[config.mk]
export PLATFORM = sky130hd
export DESIGN_NAME = id_ex_stage
export DESIGN_NICKNAME = d
export VERILOG_FILES = /design/src/rtl/id_ex_stage.sv
export SDC_FILE = /design/constraint.sdc
export NUM_CORES = 1
export LEC_CHECK = 0
export ABC_AREA = 1
export ABC_CLOCK_PERIOD_IN_PS = 2350
export CORE_MARGIN = 3
export CORE_UTILIZATION = 45
export CTS_BUF_LIST = sky130_fd_sc_hd__clkbuf_4 sky130_fd_sc_hd__clkbuf_8
export CTS_CLUSTER_DIAMETER = 50
export DETAILED_ROUTE_END_ITERATION = 6
export GPL_ROUTABILITY_DRIVEN = 0
export HOLD_SLACK_MARGIN = 0.02
export PLACE_DENSITY_LB_ADDON = 0.25
export SKIP_LAST_GASP = 1
export SLEW_MARGIN = 10
export SYNTH_ARGS = -nofsm -noshare
export SYNTH_HDL_FRONTEND = slang
export SYNTH_SLANG_ARGS = --single-unit
[constraint.sdc]
create_clock -name clk -period 2.35 [get_ports clk]
set_clock_uncertainty 0.15 [all_clocks]
set_input_delay 0.3525 -clock clk [delete_from_list [all_inputs] [get_ports clk]]
set_output_delay 0.3525 -clock clk [all_outputs]
set_load 0.01 [all_outputs]
[src/rtl/id_ex_stage.sv]
// ID/EX pipeline register with load-use hazard detection, branch flush,
// downstream hold and a saturating stall-cycle counter.
module id_ex_stage #(
    parameter int DATA_W = 32,
    parameter int REG_W  = 5,
    parameter int CNT_W  = 16
) (
    input  logic              clk,
    input  logic              rst,
    input  logic              id_wen,
    input  logic              id_alusrc,
    input  logic [2:0]        id_aluop,
    input  logic              id_regdst,
    input  logic              id_branch,
    input  logic              id_memwrite,
    input  logic              id_memread,
    input  logic              id_memtoreg,
    input  logic [REG_W-1:0]  id_rs,
    input  logic [REG_W-1:0]  id_rt,
    input  logic [REG_W-1:0]  id_rd,
    input  logic [DATA_W-1:0] id_rdata1,
    input  logic [DATA_W-1:0] id_rdata2,
    input  logic [DATA_W-1:0] id_imm,
    input  logic              flush_i,
    input  logic              hold_i,
    output logic              ex_valid,
    output logic              ex_wen,
    output logic              ex_alusrc,
    output logic [2:0]        ex_aluop,
    output logic              ex_branch,
    output logic              ex_memwrite,
    output logic              ex_memread,
    output logic              ex_memtoreg,
    output logic [DATA_W-1:0] ex_rdata1,
    output logic [DATA_W-1:0] ex_rdata2,
    output logic [DATA_W-1:0] ex_imm,
    output logic [REG_W-1:0]  ex_rs,
    output logic [REG_W-1:0]  ex_rt,
    output logic [REG_W-1:0]  ex_dst,
    output logic              stall_o,
    output logic [CNT_W-1:0]  stall_cnt
);

    // Everything the EX stage sees, kept as one register so a bubble is a single '0.
    typedef struct packed {
        logic              valid;
        logic              wen;
        logic              alusrc;
        logic [2:0]        aluop;
        logic              branch;
        logic              memwrite;
        logic              memread;
        logic              memtoreg;
        logic [DATA_W-1:0] rdata1;
        logic [DATA_W-1:0] rdata2;
        logic [DATA_W-1:0] imm;
        logic [REG_W-1:0]  rs;
        logic [REG_W-1:0]  rt;
        logic [REG_W-1:0]  dst;
    } ex_bundle_t;

    ex_bundle_t        r_ex;
    ex_bundle_t        w_capture;
    ex_bundle_t        w_next;
    logic [CNT_W-1:0]  r_stall_cnt;
    logic              w_uses_rt;
    logic              w_load_use;

    // rt only counts as a source when it feeds the ALU, a store or a branch compare.
    assign w_uses_rt = ~id_alusrc | id_memwrite | id_branch;

    // A load in EX whose result is needed by ID cannot be forwarded in time;
    // a load into r0 is harmless because r0 is never written.
    assign w_load_use = r_ex.valid & r_ex.memread & r_ex.wen &
                        (r_ex.dst != {REG_W{1'b0}}) &
                        ((r_ex.dst == id_rs) | (w_uses_rt & (r_ex.dst == id_rt)));

    // Freeze PC and IF/ID; suppressed while reset is active.
    assign stall_o = ~rst & (w_load_use | hold_i);

    // Assemble the bundle for the instruction currently in ID.
    always_comb begin
        w_capture          = '0;
        w_capture.valid    = 1'b1;
        w_capture.wen      = id_wen;
        w_capture.alusrc   = id_alusrc;
        w_capture.aluop    = id_aluop;
        w_capture.branch   = id_branch;
        w_capture.memwrite = id_memwrite;
        w_capture.memread  = id_memread;
        w_capture.memtoreg = id_memtoreg;
        w_capture.rdata1   = id_rdata1;
        w_capture.rdata2   = id_rdata2;
        w_capture.imm      = id_imm;
        w_capture.rs       = id_rs;
        w_capture.rt       = id_rt;
        w_capture.dst      = id_regdst ? id_rd : id_rt;
    end

    // Next EX contents: flush beats hold, hold beats the load-use bubble.
    always_comb begin
        w_next = r_ex;
        if (flush_i) begin
            w_next = '0;
        end else if (hold_i) begin
            w_next = r_ex;
        end else if (w_load_use) begin
            w_next = '0;
        end else begin
            w_next = w_capture;
        end
    end

    // EX pipeline register.
    always_ff @(posedge clk) begin
        if (rst) begin
            r_ex <= '0;
        end else begin
            r_ex <= w_next;
        end
    end

    // Count load-use cycles regardless of flush/hold, saturating at all-ones.
    always_ff @(posedge clk) begin
        if (rst) begin
            r_stall_cnt <= '0;
        end else if (w_load_use && (r_stall_cnt != {CNT_W{1'b1}})) begin
            r_stall_cnt <= r_stall_cnt + {{(CNT_W-1){1'b0}}, 1'b1};
        end else begin
            r_stall_cnt <= r_stall_cnt;
        end
    end

    assign ex_valid    = r_ex.valid;
    assign ex_wen      = r_ex.wen;
    assign ex_alusrc   = r_ex.alusrc;
    assign ex_aluop    = r_ex.aluop;
    assign ex_branch   = r_ex.branch;
    assign ex_memwrite = r_ex.memwrite;
    assign ex_memread  = r_ex.memread;
    assign ex_memtoreg = r_ex.memtoreg;
    assign ex_rdata1   = r_ex.rdata1;
    assign ex_rdata2   = r_ex.rdata2;
    assign ex_imm      = r_ex.imm;
    assign ex_rs       = r_ex.rs;
    assign ex_rt       = r_ex.rt;
    assign ex_dst      = r_ex.dst;
    assign stall_cnt   = r_stall_cnt;

endmodule

Yosys cells after proc, flatten, opt, wreduce, memory -nomap -nowiden
Cells that the tools add are included.

storage, ports and cells
  logic and storage cells = 36
  flip-flop bits (word level) = 137

operators by class
  bitwise logic cells = 12
  mux-type cells = 2
  add/sub/neg operators = 1
  reduce and logical (&&, ||, !) cells = 3
  equal/unequal tests = 3

operator list
  kind                                                              number
  121-bit two-way mux                                               1
  16-bit by 1-bit adder with 16-bit output (second input constant)  1
  16-bit inequality test (second input constant)                    1
  5-bit equality test                                               2
  1-bit AND                                                         6
  5-bit two-way mux                                                 1
  5-bit nonzero test                                                1
  1-bit OR                                                          4
  1-bit NOT                                                         2
  2-bit OR reduction                                                1
  1-bit logical AND                                                 1

Depth between registers and ports, before layout
Gate-level depths: netlist of run 1.

  word-level depth = 8
  gate-level depth with buffers = 11

Worst setup path after synthesis of run 1
OpenSTA, ideal clock, no wires.

  kind = register -> output
  start point = register r_ex, in the netlist ex_dst[4]
  end point = output port stall_o
  buffers on the path = 1
  cell stages (with the launch flop) = 10
  arrival = 1.364 ns
  required time = 1.847 ns
  path slack = 0.484 ns
  path through = dfxtp_1 inv_1 nand2_1 nand2_1 nor2_1 nand3_1 nand2_4 nand2_4 buf_2 a21oi_1

on the way
  cells in the longest elaborated chain, start to end = 6
  elaborated cells on any way between the ends = 9

RTL lines
  what                    line  source
  from (decl)             62    ex_bundle_t r_ex;
  from (signal assigned)  119   r_ex <= w_next;
  5-bit equality test     76    ((r_ex.dst == id_rs) | (w_uses_rt & (r_ex.dst == id_rt)));
  1-bit AND               76
  1-bit OR                76
  1-bit AND (*)           75    (r_ex.dst != {REG_W{1'b0}}) &
  1-bit OR (*)            79    assign stall_o = ~rst & (w_load_use | hold_i);
  1-bit AND (*)           79
  to (decl)               40    output logic stall_o,

Mark *: on every way between the ends. The rest lies on a longest branch, timed or not.

Final worst setup path of run 1
  start point = input port id_rt[2]
  end point = output port stall_o

on the way
  cells in the longest elaborated chain, start to end = 6

RTL lines
  what                 line  source
  from (decl)          19    input logic [REG_W-1:0] id_rt,
  5-bit equality test  76
  1-bit AND            76
  1-bit OR             76
  1-bit AND            75
  1-bit OR             79
  1-bit AND            79

Every way passes these cells.

==> results of run 1 <==
timing repair:
action,in CTS,in global routing
gates resized for setup,7,2
setup endpoints to repair,1,1
buffers inserted,0,0
pin swaps,0,0
cells by family (layout without fill, tap and decap cells):
logic type      count (synthesis)  in the layout
xor+xnor                       11             11
flops                         137            137
fa+ha+maj                       1              1
buf+inv                        91            344
compound gates                145            145
simple gates                  370            370
how the worst min path moves through the flow:
| stage | start | end | slack, ps | cells after the start |
|---|---|---|---|---|
| 2_1_floorplan | ex_rdata1[6]$_SDFFE_PP0N_ | ex_rdata1[6]$_SDFFE_PP0N_ | 330 | 2 |
| 3_3_place_gp | ex_rdata1[6]$_SDFFE_PP0N_ | ex_rdata1[6]$_SDFFE_PP0N_ | 290 | 2 |
| 3_5_place_dp | ex_rdata1[23]$_SDFFE_PP0N_ | ex_rdata1[23]$_SDFFE_PP0N_ | 310 | 2 |
| 4_1_cts | id_rdata1[17] | ex_rdata1[17]$_SDFFE_PP0N_ | 300 | 3 |
| 5_1_grt | id_imm[24] | ex_imm[24]$_SDFFE_PP0N_ | 310 | 3 |
| 6_report | ex_rdata1[8]$_SDFFE_PP0N_ | ex_rdata1[8]$_SDFFE_PP0N_ | 310 | 2 |
critical path: cells and delay by family:
family | cells | cell delay, ps
AOI/OAI and AO/OA | 1 | 110
and+or+nand+nor | 6 | 510
buffers and inverters | 3 | 720
area by class of cell:
| class | count | area [µm²] |
|---|---|---|
| Fill cell | 1095 | 3980 |
| Sequential cell | 137 | 2750 |
| Multi-Input combinational cell | 527 | 3190 |
| Clock inverter | 7 | 143 |
| Tap cell | 176 | 220 |
| Inverter | 30 | 118 |
| Clock buffer | 22 | 290 |
| Timing Repair Buffer | 285 | 2880 |
state kept, by name, indices dropped and copies added (netlist names), 3 cells and up:
name / count
ex_rs: 5
ex_rt: 5
ex_rdata1: 32
ex_rdata2: 32
stall_cnt: 16
ex_aluop: 3
ex_dst: 5
ex_imm: 32
synthesized netlist by cell type:
cell      instances
xnor2_1           5
inv_2             7
o21ai_0           7
a21oi_1          57
buf_1             3
nand4_1          19
clkinv_1          1
buf_6             1
nand2_4           2
buf_2            24
o21ai_1           1
nor2_1           21
nor3_1            1
or2_2             1
nand2_1         193
nor2_2            1
inv_1            22
nand3_2          83
clkbuf_1         24
nand3_1          48
ha_1              1
dfxtp_1         137
buf_8             9
a21oi_2          80
and3_1            1
xor2_1            6
stage by stage:
| stage | util [%] | std cells | hold slack (ps) |
|---|---|---|---|
| after global routing | 70.7 | 1184 | 308 |
| after global placement | 67.5 | 1155 | 291 |
| after CTS | 70.7 | 1184 | 300 |
| after floorplan | - | 755 | 331 |
| after detailed placement | 67.5 | 1155 | 305 |
| final | 70.7 | 1184 | 315 |
routing by layer:
layer / global-route usage (%) / vias up / part of all wire [%]
met4: 7.78 / 0 / 2.4
met1: 27.2 / 2753 / 40
li1: - / 2998 / -
met5: 0 / - / 0
met2: 39.1 / 212 / 48
met3: 10.2 / 27 / 9.4
power by group through the flow:
stage          Combinational, mW  Sequential, mW  Clock (mW)
2_1_floorplan              0.296            2.50           0
3_3_place_gp               0.764            2.47           0
3_5_place_dp               0.769            2.47           0
4_1_cts                    0.775            2.42        2.18
5_1_grt                    0.823            2.43        2.28
6_report                   0.767            2.42        2.13
==> results.cfg, run 1 <==
[synth]
yosys.area.top_type_share_pct = 42.9
synthesis.area_um2 = 6400
synth_fa_ha_area_share_pct = 0.196
synth.distinct_cells = 26
synth-simple-area-share_pct = 31.9
yosysWarningCount = 0
synthTopCellsByArea = dfxtp_1, nand3_2, nand2_1
muxShareOfSynthArea_pct = 0
synth_compound_area_share_pct = 16.0
synth_top_family_by_area = simple AND/OR/NAND/NOR gates
yosys_register_bits = 137
syn_avg_cell_area_um2 = 8.47
ys_seq_area_share_pct = 42.9
synth_area_leader_cell = dfxtp_1
synth_cells = 755
synth_xor_area_share_pct = 1.51
synth_fp_nets = 881

[placed_design]
hpwlAfterDp_um = 12600
io_buffer_count = 262
dp_slack_ps = -292
placed_cell_area_um2 = 9150

[clocking]
holdBufCountCts = 0
cts_tree = done
cts_buffer_depth = 2
cts_buffers = 17
clk_latency_ps = 440
clk_pin_slew_worst_paths_ps = 70
cts.sinks = 137
htreeDepth = 4
root_buffer = clkbuf_8

[critical_path]
end_kind = output pin
r2r-end = ex_rdata1[16]$_SDFFE_PP0N_
ff2ff_setup_slack_ps = 240
crit_path_end = stall_o
start_kind = input pin
crit_type = in -> out
r2r-start = ex_dst[1]$_SDFFE_PP0N_
required_ps = 1850
cp_slowest_stage_delay_ps = 500
critPathArrivalTime_ps = 1690
critical_path.startpoint = id_rt[2]
critPathSlowestCell = clkdlybuf4s50_1
cp_common_cell = nand2_1
crit_chain = clkdlybuf4s50_1 > inv_1 > nand2_1 > nand2_1 > nor2_1 > nand3_1 > nand2_4 > nand2_8 > a21oi_1 > buf_2
rr_worst_depth = 9
critPathMaxFanout = 3

[power]
power_mw = 5.32
internal-power_mw = 4.06
comb_power_share_pct = 14.4
p_sw_mw = 1.26
power_density_nw_per_um2 = 556
pwr-share-seq_pct = 45.5
vdd_drop_max_uv = 405
switching_share_pct = 23.7
p_leak_nw = 3.38
power.share.clock_pct = 40.1

[drt]
dr_total_vias = 5990
post_drt_wl_per_cell_um = 15.9
wirelength_um = 18800
drt-initial-drc-count = 429
viasPerCell = 5.06
drt_pre_antenna_iters = 5
postRouteAntennaNets = 0
drc_errors = 0

[timing]
fin_tns_setup_ps = 0
fmax_mhz = 456
relSlewSlack_pct = 44.7
rsz0062_at_grt = false
hold_viol = 0
fin_crit_sh_pct = 93.3
tightest_slew_ps = 829
min_period_ps = 2190
maxSlewViolCount = 0
setup_viol = 0
fin_ws_ps = 157

[finish]
most-common-layout-cells = clkdlybuf4s50_1, nand2_1, dfxtp_1, nand3_2, a21oi_2
antennaDiodeCount = 0
final_layout_size_suffix_gt1_share_pct = 23.2
area_delta_synth_final_pct = 49.8
final_area_um2 = 9580
final_nets = 1124
final_common_cell = clkdlybuf4s50_1

[status]
outcome = finished, final reports clean

[floorplanning]
start_util_pct = 47.2
num_io_pins = 263
fp.coreArea_um2 = 13600
chipWidth_um = 125
die_area_um2 = 15700
fp.dieH_um = 125
row_count = 42

[run]
cap_viol_max_count = 0

[worst_hold_path]
worst_hold_path_type = reg -> reg

[global_route]
grt_pass1_wl_um = 30300
grt.overflow.total = 0
antenna_found_initial = 0
grt_pass1_vias = 5985
grt_max_degree = 122
grt_usage_pct = 23.5
(Power assumes the default switching activity.)
==> inputs of run 2 (changes only) <==
- CAP_MARGIN: default -> 20
==> results of run 2 <==
No change in the layout: final DEF, timing and power equal those of run 1.
==> inputs of run 3 (changes only) <==
- SKIP_CTS_REPAIR_TIMING: default -> 1
==> results.cfg, run 3 (same netlist as run 1, synthesis figures left out) <==
[finish]
final_common_cell = clkdlybuf4s50_1
area_delta_synth_final_pct = 49.8
most-common-layout-cells = clkdlybuf4s50_1, nand2_1, dfxtp_1, nand3_2, a21oi_2
final_layout_size_suffix_gt1_share_pct = 23.2
final_area_um2 = 9580
final_nets = 1124
antennaDiodeCount = 0
fillers = 1095

[drt]
drt_pre_antenna_iters = 5
viasPerCell = 5.07
wirelength_um = 18800
drt-initial-drc-count = 427
postRouteAntennaNets = 0
dr_total_vias = 6007
post_drt_wl_per_cell_um = 15.9
drc_errors = 0

[power]
p_leak_nw = 3.38
internal-power_mw = 4.06
power_density_nw_per_um2 = 556
vdd_drop_max_uv = 404
switching_share_pct = 23.7
pwr-share-seq_pct = 45.5
power_mw = 5.32
p_sw_mw = 1.26
power.share.clock_pct = 40.1
comb_power_share_pct = 14.4

[critical_path]
critPathMaxFanout = 3
crit_type = in -> out
rr_worst_depth = 9
end_kind = output pin
required_ps = 1850
r2r-start = ex_dst[1]$_SDFFE_PP0N_
ff2ff_setup_slack_ps = 230
start_kind = input pin
r2r-end = ex_rdata1[16]$_SDFFE_PP0N_
critPathArrivalTime_ps = 1700

[run]
cap_viol_max_count = 0

[floorplanning]
fp.coreArea_um2 = 13600
fp.dieH_um = 125
start_util_pct = 47.2
chipWidth_um = 125
row_count = 42
num_io_pins = 263
die_area_um2 = 15700

[worst_hold_path]
holdPathStages = 2
hold_start = ex_rdata1[8]$_SDFFE_PP0N_
worst_hold_path_type = reg -> reg
min_to = ex_rdata1[8]$_SDFFE_PP0N_

[timing]
fin_tns_setup_ps = 0
rsz0062_at_grt = false
fin_ws_ps = 146
hold_viol = 0
relSlewSlack_pct = 44.7
maxSlewViolCount = 0
tightest_slew_ps = 829
fin_crit_sh_pct = 93.8
setup_viol = 0
min_period_ps = 2200
fmax_mhz = 454

[status]
outcome = finished, final reports clean

[global_route]
grt.overflow.total = 0
grt_pass1_wl_um = 30300
grt_max_degree = 122
antenna_found_initial = 0
grt_usage_pct = 23.5
grt_pass1_vias = 5985

[clocking]
cts_tree = done
root_buffer = clkbuf_8
htreeDepth = 4
clk_pin_slew_worst_paths_ps = 70
clk_latency_ps = 440
cts_buffer_depth = 2
cts.sinks = 137
cts_buffers = 17

[placed_design]
dp_slack_ps = -292
placed_cell_area_um2 = 9150
hpwlAfterDp_um = 12600
io_buffer_count = 262
run 3: worst max-delay path by stage:
| stage | start | end | depth (start not counted) |
|---|---|---|---|
| finish | id_rt[2] | stall_o | 10 |
| global route | id_rt[1] | stall_o | 10 |
| CTS | ex_dst[0]$_SDFFE_PP0N_ | stall_o | 9 |
| detailed placement | id_rs[1] | stall_o | 10 |
| global placement | id_rt[2] | stall_o | 10 |
| floorplan | ex_dst[4]$_SDFFE_PP0N_ | stall_o | 9 |
run 3: metrics by stage:
stage,hold WS (ps),util (%),std cells
2_1_floorplan,331,-,755
3_3_place_gp,291,67.5,1155
3_5_place_dp,305,67.5,1155
4_1_cts,300,70.7,1184
5_1_grt,308,70.7,1184
6_report,315,70.7,1184
run 3: final cells by class:
| type | instances | area [µm²] | share of cell area, % |
|---|---|---|---|
| clock inverters | 7 | 143 | 1.49 |
| repair buffers | 285 | 2880 | 30.0 |
| well taps | 176 | 220 | 2.30 |
| clock buffers | 22 | 290 | 3.03 |
| inverters | 30 | 118 | 1.23 |
| multi-input cells | 527 | 3190 | 33.3 |
| flip-flops and latches | 137 | 2750 | 28.7 |
run 3: power by group through the flow:
stage	logic, mW	clock network (mW)	registers (mW)
3_3_place_gp	0.764	0	2.47
3_5_place_dp	0.769	0	2.47
6_report	0.766	2.13	2.42
5_1_grt	0.823	2.28	2.43
2_1_floorplan	0.296	0	2.50
4_1_cts	0.775	2.18	2.42
run 3: worst max-delay path, stage by stage:
cell and delay, ps:
clkdlybuf4s50_1 500, inv_1 60, nand2_1 50, nand2_1 40, nor2_1 120, nand3_1 130
nand2_4 120, nand2_8 50, a21oi_1 120, clkbuf_2 170
run 3: metal layers:
metal	global-route usage, %	routed length, µm	up-vias
met2	39.1	9190	212
li1	-	-	2997
met1	27.2	7440	2769
met3	10.2	1740	29
met4	7.78	452	0
met5	0	0	-
==> patch 1, RTL diff (settings of run 1) <==
Make the reset (`rst`) asynchronous in 2 clocked blocks.
--- a/src/rtl/id_ex_stage.sv
+++ b/src/rtl/id_ex_stage.sv
@@ -114,3 +114,3 @@
     // EX pipeline register.
-    always_ff @(posedge clk) begin
+    always_ff @(posedge clk or posedge rst) begin
         if (rst) begin
@@ -123,3 +123,3 @@
     // Count load-use cycles regardless of flush/hold, saturating at all-ones.
-    always_ff @(posedge clk) begin
+    always_ff @(posedge clk or posedge rst) begin
         if (rst) begin
Function: differs if rst is asserted again (counterexample within 4 cycles, from zero or initial values and one cycle with rst high); with rst held inactive, the same outputs for 4 cycles.
==> patch 1 against run 1 <==
  * Final area shrank 1.3%
  * Total power grew 2.5%
  * Final cell count shrank 1.5%
  * Synthesized area shrank 2.8%
  * Routed wire length grew 1.1%
  * First-iteration DRC count shrank 6.8%
  * Global-route usage grew 1.2 points
  * Sequential cell count is the same
  * Non-clock buffer count shrank 5
  * Worst setup slack lost 11 ps
  * Largest power group unchanged
==> patch 1: results (changes against run 1) <==
* Status: finished, final reports clean
* Top cells by count, synth: 308 x nand2_1, 137 x dfrtp_1, 125 x nand4_1
* Synth Net Count at 859 (-2.5%)
* Initial antenna violation count at 1 (+1)
* Reg2reg setup slack at 260 ps (+20 ps)
* Worst hold path class: input port to async pin
* FF-to-FF End: ex_imm[4]
* Mapped Area at 0.00622 mm² (-2.8%)
* Setup WS pre-CTS at -276 ps (+16.2 ps)
* Initial drt markers at 400 (-6.8%)
* Reg2reg path depth at 9 (unchanged)
* Clock latency on the worst-skew pair at 450 ps
* Vias after detailed routing at 6,053 (+1.1%)
* Worst path slowest cell: dfrtp_1
* Post-Place Cell Area at 0.00900 mm² (-1.6%)
* Netlist cell types at 22 (-15%)
* FFs w/ async S/R, synth at 1.00 (+1.00)
* Clock Tree Root: clkbuf_8
* Sequential share of the synthesized area at 0.551 (+0.122)
* Global-route wire length before repair at 29.4 mm (-2.9%)
* Layout cells sized above 1 at 0.0718 (-0.160)
* Met3 Usage GRT at 0.0740 (-0.0283)
* Vias in the first global route at 5,751 (-3.9%)
* M1 GR Usage at 0.311 (+0.0389)
* Clock-pin slew on the worst setup and hold paths at 80 ps
* Max Transition Viols Final at 0 (unchanged)
* Worst r2r src: ex_dst[0]
* Worst-margin pin slew at 521 ps (-308 ps)
* Critical path's top delay family: simple AND/OR/NAND/NOR gates
* Post-Syn Instances at 733 (-2.9%)
* Final instance count without filler cells at 1,166 (-1.5%)
* Dpl cells at 1,130 (-2.2%)
* Yosys warns at 0 (unchanged)
* Peak VDD IR at 0.296 mV (-27%)
* Pleak at 4.44 nW (+31%)
* Hold Slack at 216 ps (-99.4 ps)
* IO Port Bufs at 262 (unchanged)
* Wire per inst at 16.3 µm (+2.7%)
* First-pass detailed-route iteration total at 5 (unchanged)
* Largest net degree at the start of global routing at 98 (-20%)
* H-Tree Depth at 4 (unchanged)
* DP HPWL at 12.9 mm (+1.8%)
* Deepest clock path buffer count at 2 (unchanged)
* Met2 Track Usage GR at 0.399 (+0.00824)
* CP Max Fanout at 4 (+1)
* WP data arrival at about 1700 ps
* GR Util All Layers at 0.247 (+0.0120)
* Synth area leaders: dfrtp_1 55%, nand2_1 19%, nand4_1 13%
* Number of fill cells at 1,099 (+0.37%)
* Max stage delay on crit path at 420 ps (-80 ps)
patch 1: worst max path at each step:
| stage | cells past startpoint | endpoint | startpoint | slack (ps) |
|---|---|---|---|---|
| 5_1_grt | 9 | stall_o | ex_dst[4] | 20 |
| 4_1_cts | 9 | stall_o | ex_dst[4] | 90 |
| 3_3_place_gp | 10 | stall_o | id_rt[0] | -240 |
| 3_5_place_dp | 10 | stall_o | id_rt[0] | -280 |
| 2_1_floorplan | 1 | ex_aluop[0] | rst | 140 |
| 6_report | 9 | stall_o | ex_dst[4] | 150 |
patch 1: what timing repair did:
| item | CTS | global route |
|---|---|---|
| resized for setup | 8 | 3 |
| setup endpoints to repair | 1 | 1 |
| pin swaps | 0 | 3 |
| hold buffers | 0 | 0 |
| buffers inserted | 2 | 1 |
patch 1: per-stage QoR:
stage | TNS [ps] | total power [W] | utilization
floorplan | 0 | 0.00290 | -
global placement | -6960 | 0.00346 | 0.672
detailed placement | -7890 | 0.00347 | 0.672
CTS | 0 | 0.00550 | 0.704
global route | 0 | 0.00568 | 0.706
finish | 0 | 0.00545 | 0.706
patch 1: layout make-up:
cell class | instances | area, µm² | area share
multi-input cells | 503 | 2360 | 0.250
clock inverters | 9 | 113 | 0.0119
well taps | 176 | 220 | 0.0233
inverters | 37 | 146 | 0.0155
repair buffers | 280 | 2870 | 0.303
diodes | 1 | 2.50 | 0.000265
flip-flops and latches | 137 | 3430 | 0.363
clock buffers | 23 | 310 | 0.0328
patch 1: worst register-to-register path, stage by stage, from the launching register on:
cell and delay (ps):
dfrtp_2 460, nor2_1 110, nand4_1 110, nand4_1 120
inv_2 80, nand2_4 80, buf_4 270, buf_4 370
nand4_1 180, nand2_1 90
patch 1: cell families after synthesis:
family / share of synthesized area
AND/OR/NAND/NOR: 0.338
flip-flops: 0.551
buffers and inverters: 0.0718
AO/OA/AOI/OAI: 0.0169
XOR/XNOR: 0.0197
adder cells (fa/ha/maj): 0.00201
patch 1: routing by layer:
layer | vias up | part of all wire
met5 | - | 0
met4 | 0 | 0.030
met3 | 32 | 0.073
met2 | 233 | 0.49
met1 | 2878 | 0.41
li1 | 2910 | -
patch 1: power breakdown:
part	switching (W)	internal (W)	total [W]
clock network	0.000924	0.00110	0.00202
registers	0.0000722	0.00247	0.00255
logic	0.000400	0.000485	0.000885
==> patch 2, RTL diff (config.mk and constraints of run 1) <==
Made on the original files. The parameter `DATA_W` goes from 32 to 16.
--- a/src/rtl/id_ex_stage.sv
+++ b/src/rtl/id_ex_stage.sv
@@ -3,3 +3,3 @@
 module id_ex_stage #(
-    parameter int DATA_W = 32,
+    parameter int DATA_W = 16,
     parameter int REG_W  = 5,
Ports: changed (6 resized); port bits go from 263 to 167. No check against the original RTL was run, so the function may have changed too.
==> patch 2 against run 1 <==
  * Core utilization decreased by 2.9 points
  * Worst setup slack worse by 66 ps
  * Routed wire length down 36%
  * Synthesized area fell by 32%
  * Total power shrank 41%
  * Clock power is 49% lower
  * Final area decreased by 34%
  * Die area decreased by 31%
  * Non-clock buffer count decreased by 96
  * Critical path type unchanged
  * Sequential cell count is 48 lower
  * Final cell count decreased by 29%
  * Global-route usage down 1.5 points
  * Largest cell class unchanged
==> patch 2: results (changes against run 1) <==
* Mapped Area at 0.00434 mm² (-32%)
* Hold path cells at 4 (+2)
* Reg power frac at 0.500 (+0.045)
* Clock sinks at 89 (-35%)
* Hold Slack at 285 ps (-30.3 ps)
* H-Tree Depth at 3 (-1)
* Multi-input logic cell count at 383 (-27%)
* Slew Limit Headroom at 0.253 (-0.194)
* Netlist cell types at 27 (+3.8%)
* Cell Int Power at 0.00233 W (-43%)
* Pleak at 2.32 nW (-32%)
* Peak VDD IR at 0.391 mV (-3.4%)
* Synth Net Count at 619 (-30%)
* Wire per inst at 14.5 µm (-8.9%)
* Clock latency on the worst-skew pair at 350 ps (-90 ps)
* Clock-pin slew on the worst setup and hold paths at 90 ps (+20 ps)
* Vias after detailed routing at 4,216 (-30%)
* FF-to-FF End: ex_imm[12]
* Post-route cell area at 0.00632 mm² (-34%)
* Num CTS Buffers at 9 (-8)
* Dpl cells at 820 (-29%)
* Sequential cell area at 0.00178 mm² (-35%)
* Hold Path Sink: ex_rt[0]
* Worst hold path class: input port to flop
* M1 GR Usage at 0.275 (+0.00306)
* HP Start: id_rt[0]
* IO Port Bufs at 166 (-37%)
* Post-cts gate resize count at 3 (-4)
* Worst r2r src: ex_dst[3]
* Post-Synth Adder-Cell Area at 0.00288 (+0.000924)
* Comb. pwr at 0.000482 W (-37%)
* Global-route wire length before repair at 20.0 mm (-34%)
* Status: finished, final reports clean
* DP HPWL at 8.24 mm (-35%)
-- patch 2: cell types whose count changed in the layout (fill, tap and decap cells not counted), moves of 11 or more --
cell,change
clkdlybuf4s50_1,-100
a21oi_2,-59
nand2_1,-48
dfxtp_1,-44
nand3_1,-29
nand3_2,-20
a21oi_1,+11
-- patch 2: worst max path at each step --
stage	endpoint	slack [ps]	depth (start not counted)
2_1_floorplan	stall_o	490	9
3_3_place_gp	ex_rt[4]	-330	10
3_5_place_dp	ex_imm[12]	-360	11
4_1_cts	stall_o	-10	10
5_1_grt	stall_o	1	9
6_report	stall_o	90	10
-- patch 2: layer usage --
metal  routed length (µm)  up-vias  share of wire
met3                  919       19          0.076
met1                 5240     1953           0.43
met2                 5650      130           0.47
li1                     -     2114              -
met5                    0        -              0
met4                  280        0          0.023
